## src/rtl/ym3438_timers.sv

```systemverilog
// YM3438 Timer A / Timer B block.
// Counts per-sample ticks from the fsm, raises the status flags and IRQ,
// and produces the Timer A overflow strobe that drives CSM key-on.
// All state advances only on MCLK edges where the c1 phase enable is high;
// IC is a synchronous reset that ignores c1.
module ym3438_timers #(
   parameter int A_W   = 10,
   parameter int B_W   = 8,
   parameter int B_PRE = 16
) (
   input  logic           MCLK,
   input  logic           IC,
   input  logic           c1,
   input  logic           sample_tick,
   input  logic [A_W-1:0] timer_a_val,
   input  logic [B_W-1:0] timer_b_val,
   input  logic           load_a,
   input  logic           load_b,
   input  logic           en_a,
   input  logic           en_b,
   input  logic           clr_a,
   input  logic           clr_b,
   output logic           timer_a,
   output logic           timer_b,
   output logic           irq,
   output logic           ovf_a,
   output logic [A_W-1:0] cnt_a,
   output logic [B_W-1:0] cnt_b
);

   // A single-stage prescaler still needs one register bit.
   localparam int PRE_W = (B_PRE > 1) ? $clog2(B_PRE) : 1;

   localparam logic [A_W-1:0]   A_ONES  = {A_W{1'b1}};
   localparam logic [A_W-1:0]   A_ONE   = A_W'(1);
   localparam logic [B_W-1:0]   B_ONES  = {B_W{1'b1}};
   localparam logic [B_W-1:0]   B_ONE   = B_W'(1);
   localparam logic [PRE_W-1:0] PRE_MAX = PRE_W'(B_PRE - 1);
   localparam logic [PRE_W-1:0] PRE_ONE = PRE_W'(1);

   logic [A_W-1:0]   cnt_a_q, cnt_a_d;
   logic [B_W-1:0]   cnt_b_q, cnt_b_d;
   logic [PRE_W-1:0] pre_q, pre_d;
   logic             flag_a_q, flag_a_d;
   logic             flag_b_q, flag_b_d;
   logic             ovf_a_q, ovf_a_d;
   logic             ovf_a_tick;
   logic             ovf_b_tick;

   // Timer A: preload while stopped, count ticks while running, reload on overflow.
   always_comb begin
      cnt_a_d    = cnt_a_q;
      ovf_a_tick = 1'b0;
      if (c1) begin
         if (!load_a) begin
            cnt_a_d = timer_a_val;
         end else if (sample_tick) begin
            if (cnt_a_q == A_ONES) begin
               ovf_a_tick = 1'b1;
               cnt_a_d    = timer_a_val;
            end else begin
               cnt_a_d = cnt_a_q + A_ONE;
            end
         end
      end
   end

   // Timer B: the prescaler divides ticks by B_PRE; the counter advances on its wrap.
   always_comb begin
      cnt_b_d    = cnt_b_q;
      pre_d      = pre_q;
      ovf_b_tick = 1'b0;
      if (c1) begin
         if (!load_b) begin
            cnt_b_d = timer_b_val;
            pre_d   = '0;
         end else if (sample_tick) begin
            if (pre_q == PRE_MAX) begin
               pre_d = '0;
               if (cnt_b_q == B_ONES) begin
                  ovf_b_tick = 1'b1;
                  cnt_b_d    = timer_b_val;
               end else begin
                  cnt_b_d = cnt_b_q + B_ONE;
               end
            end else begin
               pre_d = pre_q + PRE_ONE;
            end
         end
      end
   end

   // Flags: an enabled overflow sets (and beats a simultaneous clear); clr_x clears on upd.
   always_comb begin
      flag_a_d = flag_a_q;
      flag_b_d = flag_b_q;
      ovf_a_d  = c1 ? ovf_a_tick : ovf_a_q;
      if (ovf_a_tick && en_a) begin
         flag_a_d = 1'b1;
      end else if (c1 && clr_a) begin
         flag_a_d = 1'b0;
      end
      if (ovf_b_tick && en_b) begin
         flag_b_d = 1'b1;
      end else if (c1 && clr_b) begin
         flag_b_d = 1'b0;
      end
   end

   // State registers; IC clears everything regardless of c1.
   always_ff @(posedge MCLK) begin
      if (IC) begin
         cnt_a_q  <= '0;
         cnt_b_q  <= '0;
         pre_q    <= '0;
         flag_a_q <= 1'b0;
         flag_b_q <= 1'b0;
         ovf_a_q  <= 1'b0;
      end else begin
         cnt_a_q  <= cnt_a_d;
         cnt_b_q  <= cnt_b_d;
         pre_q    <= pre_d;
         flag_a_q <= flag_a_d;
         flag_b_q <= flag_b_d;
         ovf_a_q  <= ovf_a_d;
      end
   end

   assign timer_a = flag_a_q;
   assign timer_b = flag_b_q;
   assign irq     = flag_a_q | flag_b_q;
   assign ovf_a   = ovf_a_q;
   assign cnt_a   = cnt_a_q;
   assign cnt_b   = cnt_b_q;

endmodule

```

## config.mk

```make
export PLATFORM = sky130hd
export DESIGN_NAME = ym3438_timers
export DESIGN_NICKNAME = d
export VERILOG_FILES = /design/src/rtl/ym3438_timers.sv
export SDC_FILE = /design/constraint.sdc
export NUM_CORES = 1
export LEC_CHECK = 0
export ABC_AREA = 1
export CORE_UTILIZATION = 30
export DETAILED_ROUTE_END_ITERATION = 8
export DONT_BUFFER_PORTS = 1
export HOLD_SLACK_MARGIN = 0.1
export MAX_ROUTING_LAYER = met4
export PLACE_DENSITY = 0.52
export SETUP_SLACK_MARGIN = 0.05
export SLEW_MARGIN = 20
export SYNTH_ARGS = -nofsm -noshare
export SYNTH_HDL_FRONTEND = slang
export SYNTH_SLANG_ARGS = --single-unit
export TNS_END_PERCENT = 5
```

## constraint.sdc

```tcl
create_clock -name MCLK -period 2.15 [get_ports MCLK]
set_clock_uncertainty 0.15 [all_clocks]
set_input_delay 0.5375 -clock MCLK [delete_from_list [all_inputs] [get_ports MCLK]]
set_output_delay 0.5375 -clock MCLK [all_outputs]
set_load 0.02 [all_outputs]
```

==> metrics.md, run 1 <==
| Metric | Value |
|---|---|
| Max Cap Violations | 0 |
| Highest net fanout along the worst path | 10 |
| Number of hold-repair buffers added at the cts stage | 0 |
| Count of pins on the block boundary | 50 |
| Maximum clock path buffer count | 2 |
| Clock network latency to the later pin of the worst-skew pair | ~0.27 ns |
| Post-route design area | 0.00183 mm² |
| Kind of critical path | flop to flop |
| Library cell with the largest summed area after synthesis | dfxtp_1 |
| Max Clock Freq | between 500 and 600 MHz |
| Net switching power | around 0.00031 W |
| Buffers inserted by post-CTS timing repair | 0 |
| CTS clk-pin slew, worst paths | approximately 0.10 ns |
| Residual DRC count | 0 |
| Final setup fails | 0 |
| Clock tree from TritonCTS | done |
| Total die area | between 0.005 and 0.006 mm² |
| Total clock sinks | 25 |
| Outcome | finished clean |
| Die Y-Extent | 75.7 µm |
| Footprint of the flip-flops and latches | approximately 500 µm² |
| Number of cell rows | 26 |
| Most frequent cell after synthesis | nand2_1 |
| DRT Pass-1 Iters | 4 |
| Number of antenna violations at the first check in global routing | 0 |
| Share of synthesized registers carrying an async set or reset | 0% |
| Post-synthesis sequential area ratio | between 30% and 40% |
| YS warnings | 0 |
| Critical Path End Type | flop |
| PD cells | about 540 mW/mm² |
| Top flip-flop cell by instance count after synthesis | dfxtp_1 |
| Combinational cell fraction of total power | 19.8% |
| Synth Area per Inst | 6.46 µm² |
| Routed length per placed instance | between 10 and 15 µm |
| Post-synth EDFFs | 0 |
| Flop pwr share | 50.5% |
| Std-Cell Core Area | a little over 0.005 mm² |
| Share of cells above drive strength 1 | between 10% and 20% |
| Final weighted congestion of routability-driven global placement | around 0.77 |
| Overflow left after global routing | 0 |
| Leakage power of the design | roughly 0.83 nW |
| Endpoint required time on the critical path | between 2 and 2.5 ns |
| Cells after synthesis | about 250 |
| Commonest cells post-synth | nand2_1 (67), inv_1 (35), dfxtp_1 (25), a21oi_1 (23), nand3_1 (22) |
| Multi-input combinational cell area | around 940 µm² |
| Slew @ Worst Pin | 0.509 ns |
| RSZ-0062 raised after global routing | false |
| Synth unique cells | 36 |
| Root buffer cell | clkbuf_8 |
| Total count of hold-check failures in the final report | 0 |
| Internal Pwr Total | around 0.00069 W |
| Critical Path Start Type | flop |
| Count of buffers inserted at the top-level ports | 0 |
| Largest cells by area after synthesis | dfxtp_1 (31%), nand2_1 (15%), inv_1 (8.1%) |
| VDD IR max | just under 200 µV |
| Power after layout | approximately 0.0010 W |
| Layout Nets | 298 |
| Synth Cell Area | about 0.0016 mm² |
| Detailed placement HPWL | approximately 3.2 mm |
| Number of routed nets with antenna violations | 0 |
| Number of synthesized register bits | 25 |
| Clock buffer count from CTS | 3 |
| Switching portion of total power | a little under a third |
| DR vias/cell | 4.78 |
| Antenna Diode Count | 0 |
| Global Route Usage Sum | 16.1% |
| Final max-slew violation count | 0 |
| Setup Total Neg Slack | 0 ns |
| Hold/Removal Path Class | input pin to flop |
| Final clock period utilization by the worst path | around 87% |
| Maximum number of pins on one net before global-route repair | 15 |
| Post-synthesis to final-layout area growth | 12.6% |
| Fill cell instance count of the final layout | a little under 600 |
| Headroom to the max-slew limit | about two thirds |
| Worst Path Arrival | between 1.5 and 2 ns |
| Routed WL | between 4 and 5 mm |
| H-tree depth | 1 |
| Cell Area, Placed | roughly 0.0018 mm² |
| Portion of total power attributed to the clock network | between 20% and 30% |
| Period minus WS final | 1.86 ns |
| Number of global-route vias before repair | ~1500 |
| Fraction of post-synthesis cell area in the top cell type by area | between 30% and 40% |
| Synthesized Nets | 283 |
| Horizontal extent of the die | around 76 µm |
| Starting utilization of the core area | around a third |
| Overall via count from detail_route | 1607 |
| Initial DRC count | 47 |
| Cts repair resizes | 0 |
| Global-route wire length before repair | a little under 7 mm |
[kinds of logic after synthesis]
group	Yosys count	share of synthesized area (%)
flops	25	30.7
fa+ha+maj	3	2.30
xor+xnor	3	1.61
simple gates	130	37.2
buf+inv	44	11.7
compound gates	47	16.5
[cells in the final DEF, fill, tap and decap left out]
master     netlist  final
nand4_1          4      4
nand3_2          1      1
xnor2_1          1      1
o211ai_1         1      1
a2bb2oi_1        1      1
dfxtp_1         25     25
a211oi_1         1      1
xor2_1           2      2
nand2_4          2      2
or2_0            1      1
nor2_1          19     19
o21ai_0         13     13
or2_2            1      1
nand2_1         67     67
nor2_2           2      2
nand3_4          1      1
a21oi_1         23     23
ha_1             3      3
nor3_1           1      1
o221ai_1         1      1
o21a_1           1      1
o21bai_1         1      1
a21oi_2          1      1
clkbuf_1         1      1
nand3_1         22     22
inv_2            3      3
o21ai_4          1      1
nand3b_1         1      1
or3_1            1      1
inv_1           35     35
nor2_4           2      2
nand2_2          5      5
buf_4            0     16
clkbuf_8         0      3
a31oi_1          1      1
o21ai_1          2      2
[through the flow]
stage / hold slack (ns) / setup slack (ns) / instances / util [%]
2_1_floorplan: 0.306 / 0.422 / 252 / -
3_3_place_gp: 0.319 / 0.370 / 332 / 34.6
3_5_place_dp: 0.328 / 0.307 / 332 / 34.6
4_1_cts: 0.154 / 0.286 / 336 / 35.5
5_1_grt: 0.148 / 0.0588 / 336 / 35.5
6_report: 0.163 / 0.286 / 336 / 35.5
[worst max-delay path, cell delays in order (launching register included)]
cell     delay (ns)
dfxtp_1        0.50
ha_1           0.22
nand2_1        0.10
inv_1          0.13
nand3_2        0.19
nand2_2        0.21
nand2_1        0.07
nand3_1        0.06
nand2_1        0.05
a21oi_1        0.12
[worst paths after layout]
kind,start,end,slack [ns],depth (start not counted)
max,cnt_b[1],cnt_b[5],0.29,9
min,IC,timer_b,0.16,1
min reg2reg,pre_q[1],pre_q[1],0.34,2
max reg2reg,cnt_b[1],cnt_b[5],0.29,9
[final cells by class]
class / count / share of cell area (%)
clock buffer: 4 / 2.46
inverter: 38 / 7.78
multi-input combinational: 183 / 51.2
sequential: 25 / 27.3
tap: 70 / 4.77
timing repair buffer: 16 / 6.55
[per-layer routing]
metal	share of wire (%)	routed length, µm	track usage [%]
met5	0	0	-
met3	6.9	288	3.17
met1	53	2200	22.8
met2	40	1670	23.1
met4	0.38	16	4.12
[registers in the layout (all words and copies together) (netlist names)]
register and cells:
cnt_a 10, cnt_b 8, pre_q 4, ovf_a 1
timer_a 1, timer_b 1
[power groups by stage]
stage / Combinational (W) / Clock [W] / Sequential, W
2_1_floorplan: 0.000116 / 0 / 0.000549
3_3_place_gp: 0.000198 / 0 / 0.000516
3_5_place_dp: 0.000198 / 0 / 0.000516
4_1_cts: 0.000199 / 0.000309 / 0.000505
5_1_grt: 0.000225 / 0.000327 / 0.000509
6_report: 0.000197 / 0.000297 / 0.000505
Power figures use the tool's default switching activity.
==> run 2, diff against run 1 <==
Settings changed: CORE_ASPECT_RATIO set to 1.1, PLACE_DENSITY 0.52 to unset.
==> run 2 against run 1 <==
Die area is essentially flat. Register-to-register slack is essentially flat. Critical path depth did not move. Via count is 0.19% lower. Worst setup slack worse by 0.014 ns. Critical endpoint is now cnt_b[2].
==> metrics.md, run 2 (synthesized netlist as in run 1, its figures left out) <==
| Metric | Value |
|---|---|
| Number of global-route vias before repair | 1499 (+2.2%) |
| Clock tree from TritonCTS | done |
| Horizontal extent of the die | 72.3 µm (-4.5%) |
| Number of cell rows | 27 (+3.8%) |
| Outcome | finished clean |
| Antenna Diode Count | 0 (unchanged) |
| Die Y-Extent | 79.3 µm (+4.7%) |
| Most used cells in the layout excluding fill and tap cells | nand2_1 (67), inv_1 (35), dfxtp_1 (25) |
| Clock network latency to the later pin of the worst-skew pair | 0.27 ns (about the same) |
| Final max-slew violation count | 0 (unchanged) |
| Post-synthesis to final-layout area growth | 12.4% |
| DR vias/cell | 4.76 (-0.48%) |
| Final clock period utilization by the worst path | 87.4% (+0.65 points) |
| Residual DRC count | 0 (unchanged) |
| Kind of critical path | flop to flop |
| Cell Area, Placed | 0.00178 mm² (-0.28%) |
| RSZ-0062 raised after global routing | false |
| DRT Pass-1 Iters | 4 (unchanged) |
| Number of hold-repair buffers added at the cts stage | 0 (unchanged) |
| PD cells | 543 mW/mm² (-0.32%) |
| Period minus WS final | 1.88 ns (+0.0139 ns) |
| Final setup fails | 0 (unchanged) |
| Post-route design area | 0.00183 mm² (-0.20%) |
| Max Cap Violations | 0 (unchanged) |
| Fraction of the core area covered by cells at the end of the flow | 35.9% (+0.42 points) |
| Most common cell after layout, fill and taps aside | nand2_1 |
| Setup Total Neg Slack | 0 ns (unchanged) |
| Max Clock Freq | 532 MHz (-0.74%) |
| Starting utilization of the core area | 31.9% (+0.44 points) |
| Global Route Usage Sum | 15.7% (-0.32 points) |
| Number of cells after detailed placement | 333 (+0.30%) |
| Critical Path End Type | flop |
| CTS clk-pin slew, worst paths | 0.10 ns (about the same) |
| Global-route wire length before repair | 6.98 mm (+3.3%) |
| Total die area | 0.00573 mm² (about the same) |
| Overflow left after global routing | 0 (unchanged) |
| Headroom to the max-slew limit | 67.8% (+1.8 points) |
| Highest net fanout along the worst path | 10 (unchanged) |
| Total count of hold-check failures in the final report | 0 (unchanged) |
| Most crowded layer after global routing | met2 |
| Slew @ Worst Pin | 0.483 ns (-0.0264 ns) |
| Buffers inserted by post-CTS timing repair | 0 (unchanged) |
| Root buffer cell | clkbuf_8 |
| Share of cells above drive strength 1 | 14.3% (+0.054 points) |
| Number of standard cells in the layout, taps in and fillers out | 337 (+0.30%) |
| Total clock sinks | 25 (unchanged) |
| Detailed placement HPWL | 3.14 mm (-0.70%) |
| Fill cell instance count of the final layout | 574 (-1.4%) |
| Clock buffer count from CTS | 3 (unchanged) |
| Maximum clock path buffer count | 2 (unchanged) |
| Met2 Track Usage GR | 24.3% (+1.2 points) |
| Global-route met1 utilization | 20.6% (-2.3 points) |
| VDD IR max | 249 µV (+26%) |
| Std-Cell Core Area | 0.00510 mm² (-1.4%) |
| Layout Nets | 297 (-0.34%) |
| Hold/Removal Path Class | input pin to flop |
| Cts repair resizes | 0 (unchanged) |
| Number of routed nets with antenna violations | 0 (unchanged) |
| Leakage power of the design | 0.827 nW (-0.31%) |
| Initial DRC count | 78 (+66%) |
| Maximum number of pins on one net before global-route repair | 15 (unchanged) |
| Max FFs per register | 10 (unchanged) |
| Worst Path Arrival | 1.94 ns (+0.02 ns) |
| H-tree depth | 1 (unchanged) |
| Routed length per placed instance | 12.1 µm (-2.6%) |
| Overall via count from detail_route | 1604 (-0.19%) |
| Count of buffers inserted at the top-level ports | 0 (unchanged) |
| Number of antenna violations at the first check in global routing | 0 (unchanged) |
| Endpoint required time on the critical path | 2.21 ns (about the same) |
| Final weighted congestion of routability-driven global placement | 0.818 (+6.0%) |
| Count of pins on the block boundary | 50 (unchanged) |
| Met3 global-route usage | 3.30% (+0.12 points) |
| Routed WL | 4.08 mm (-2.3%) |
| Critical Path Start Type | flop |
run 2: cell types whose count changed in the layout (fill, tap and decap cells not counted), sizes merged:
cell,delta
buf,-1
clkbuf,-1
clkinv,+1
run 2: path summary, 6_finish.rpt:
kind	start	end	slack, ns	depth (start not counted)
hold reg to reg	pre_q[1]	pre_q[1]	0.33	2
hold / removal	IC	timer_b	0.16	1
setup reg to reg	cnt_b[1]	cnt_b[2]	0.27	9
setup / recovery	cnt_b[1]	cnt_b[2]	0.27	9
run 2: per-layer routing:
metal	vias up	share of wire, %
li1	837	-
met1	728	49
met5	-	0
met2	37	45
met3	2	5.1
met4	0	0.83
run 2: worst max-delay path, cell delays in order (launching register included):
cell and delay [ns]:
dfxtp_1 0.51, ha_1 0.22, nand2_1 0.09, inv_1 0.12, nand3_2 0.19, nand2_2 0.22
nand2_1 0.07, nand3_1 0.07, nand2_1 0.05, a21oi_1 0.13
run 2: layout make-up:
class                   count  area [µm²]  share of cell area [%]
multi-input cells         183         938                    51.3
inverters                  38         143                    7.79
clock buffers               3        41.3                    2.26
well taps                  72        90.1                    4.92
flip-flops and latches     25         500                    27.3
clock inverters             1        5.00                   0.273
repair buffers             15         113                    6.15
run 2: power by group:
| part | total, W | internal (W) | switching [W] |
|---|---|---|---|
| Clock | 0.000295 | 0.000130 | 0.000165 |
| Sequential | 0.000508 | 0.000487 | 0.0000217 |
| Combinational | 0.000191 | 0.0000714 | 0.000120 |
| Total | 0.000994 | 0.000688 | 0.000306 |
run 2: metrics by stage:
step                worst slack [ns]  power, W  hold WS [ns]
global route                  0.0794   0.00105         0.143
CTS                            0.270   0.00101         0.155
floorplan                      0.422  0.000665         0.306
finish                         0.272  0.000994         0.164
global placement               0.396  0.000711         0.314
detailed placement             0.307  0.000712         0.321
==> run 3, diff against run 2 <==
Settings changed: CAP_MARGIN set to 0.
Clock period 2.15 ns to 2.3 ns, I/O delays scaled along.
==> run 3 against run 2 <==
Sequential share of layout area rose by 0.93 points. Clock power fell by 6.8%. Sequential cell count did not move. Register-to-register slack barely moved. Die area did not move. Via count fell by 2.6%. Critical path type unchanged. Count of clock-buffer cells in the layout did not move. Worst setup slack improved by 0.013 ns. Critical path depth rose by 1. Global-route usage rose by 0.25 points. Utilization fell by 1.2 points.
==> metrics.md, run 3 (synthesized netlist as in run 1, its figures left out) <==
| Metric | Value |
|---|---|
| Maximum number of pins on one net before global-route repair | 15 (unchanged) |
| Max Cap Violations | 0 (unchanged) |
| Die Y-Extent | 79.3 µm (unchanged) |
| Most used cells in the layout excluding fill and tap cells | nand2_1 (67), inv_1 (35), dfxtp_1 (25) |
| Clock buffer count from CTS | 3 (unchanged) |
| Number of hold-repair buffers added at the cts stage | 0 (unchanged) |
| Maximum clock path buffer count | 2 (unchanged) |
| Number of antenna violations at the first check in global routing | 0 (unchanged) |
| DR vias/cell | 4.75 (-0.19%) |
| Cts repair resizes | 0 (unchanged) |
| Final max-slew violation count | 0 (unchanged) |
| DRT Pass-1 Iters | 4 (unchanged) |
| Initial DRC count | 64 (-18%) |
| Final weighted congestion of routability-driven global placement | 0.842 (+2.9%) |
| Clock tree from TritonCTS | done |
| Horizontal extent of the die | 72.3 µm (unchanged) |
| Flop pwr share | 53.9% (+2.8 points) |
| Highest net fanout along the worst path | 12 (+2) |
| Switching portion of total power | 31.1% (+0.25 points) |
| RSZ-0062 raised after global routing | false |
| Total count of hold-check failures in the final report | 0 (unchanged) |
| Cell Area, Placed | 0.00172 mm² (-3.4%) |
| CP max stage delay | 0.52 ns (about the same) |
| Slew @ Worst Pin | 0.490 ns (+0.00767 ns) |
| Post-route design area | 0.00177 mm² (-3.3%) |
| Detailed placement HPWL | 3.08 mm (-2.1%) |
| Clock network latency to the later pin of the worst-skew pair | 0.27 ns (about the same) |
| CTS clk-pin slew, worst paths | 0.10 ns (about the same) |
| Leakage power of the design | 0.785 nW (-5.0%) |
| Routed length per placed instance | 12.5 µm (+3.1%) |
| Number of cell rows | 27 (unchanged) |
| Global Route Usage Sum | 16.0% (+0.25 points) |
| Portion of total power attributed to the clock network | 30.1% (+0.5 points) |
| Antenna Diode Count | 0 (unchanged) |
| Post-synthesis to final-layout area growth | 8.68% |
| Net switching power | 0.000285 W (-7.2%) |
| Fill cell instance count of the final layout | 583 (+1.6%) |
| VDD IR max | 220 µV (-11%) |
| Number of routed nets with antenna violations | 0 (unchanged) |
| Worst slack, placed | 0.300 ns (-0.00728 ns) |
| Final setup fails | 0 (unchanged) |
| Final clock period utilization by the worst path | 87.6% (+0.28 points) |
| Fraction of the core area covered by cells at the end of the flow | 34.7% (-1.2 points) |
| Share of cells above drive strength 1 | 11.7% (-2.7 points) |
| Layout Nets | 289 (-2.7%) |
| Critical Path End Type | flop |
| Setup Total Neg Slack | 0 ns (unchanged) |
| Crit path setup slack, layout | 0.284 ns (+0.0126 ns) |
| Routed WL | 4.11 mm (+0.69%) |
| Total die area | 0.00573 mm² (unchanged) |
| Std-Cell Core Area | 0.00510 mm² (unchanged) |
| Count of pins on the block boundary | 50 (unchanged) |
| Outcome | finished clean |
| Endpoint required time on the critical path | 2.33 ns (+0.12 ns) |
| Max FFs per register | 10 (unchanged) |
| Headroom to the max-slew limit | 67.3% (-0.51 points) |
| Root buffer cell | clkbuf_8 |
| Power after layout | 0.000916 W (-7.9%) |
| Number of global-route vias before repair | 1514 (+1.0%) |
| Combinational cell fraction of total power | 16.0% (-3.2 points) |
| Starting utilization of the core area | 31.9% (unchanged) |
| Count of buffers inserted at the top-level ports | 0 (unchanged) |
| Total clock sinks | 25 (unchanged) |
| Residual DRC count | 0 (unchanged) |
| Hold/Removal Path Class | input pin to flop |
| Chain of cells forming the critical path | ha_1, nand2_2, nor2_4, nand3_4, nand2_4, inv_1, nand2_1, nand3_1, nand3_1, inv_1 |
| Max Clock Freq | 496 MHz (-6.8%) |
| Internal Pwr Total | 0.000631 W (-8.2%) |
| Worst Path Arrival | 2.05 ns (+0.11 ns) |
| PD cells | 517 mW/mm² (-4.8%) |
| Most common cell after layout, fill and taps aside | nand2_1 |
| Period minus WS final | 2.02 ns (+0.137 ns) |
| Master of the slowest instance on the critical path | dfxtp_1 |
| Overall via count from detail_route | 1563 (-2.6%) |
| Global-route wire length before repair | 7.06 mm (+1.2%) |
| H-tree depth | 1 (unchanged) |
| Critical Path Start Type | flop |
| Kind of critical path | flop to flop |
| Overflow left after global routing | 0 (unchanged) |
| Buffers inserted by post-CTS timing repair | 0 (unchanged) |
## run 3: worst paths after layout
path                            startpoint  endpoint  slack [ns]  cells past startpoint
worst max-delay path              cnt_a[1]  cnt_a[1]        0.28                     10
worst min-delay path                    IC   timer_b        0.20                      1
worst max register to register    cnt_a[1]  cnt_a[1]        0.28                     10
worst min register to register    cnt_b[5]  cnt_b[5]        0.33                      2
## run 3: routing by layer
layer	track usage (%)	vias up	wire (µm)
met5	-	-	0
met4	5.49	0	50
met3	3.43	6	245
met2	25.3	42	1820
met1	20.0	695	1990
li1	-	820	-
## run 3: power groups by stage
stage	combinational, W	sequential, W	clock [W]
after global placement	0.000145	0.000504	0
after global routing	0.000170	0.000498	0.000301
after CTS	0.000148	0.000495	0.000284
final	0.000146	0.000494	0.000275
after floorplan	0.000109	0.000513	0
after detailed placement	0.000147	0.000505	0
## run 3: area by class of cell
cell class	count	area (µm²)	area share (%)
Clock buffer	3	41.3	2.33
Clock inverter	1	5.00	0.283
Inverter	38	143	8.06
Multi-Input combinational cell	183	938	53.0
Sequential cell	25	500	28.3
Tap cell	72	90.1	5.09
Timing Repair Buffer	7	52.6	2.97
## run 3: critical path: cells and delay by family, from the launching register on
family | cells | cell delay (ns)
AND/OR/NAND/NOR | 7 | 0.81
flip-flops | 1 | 0.52
adder cells (fa/ha/maj) | 1 | 0.25
buffers and inverters | 2 | 0.18
## run 3: metrics by stage
step / cells / hold slack (ns)
floorplan: 252 / 0.306
global placement: 325 / 0.315
detailed placement: 325 / 0.314
CTS: 329 / 0.190
global route: 329 / 0.177
finish: 329 / 0.199
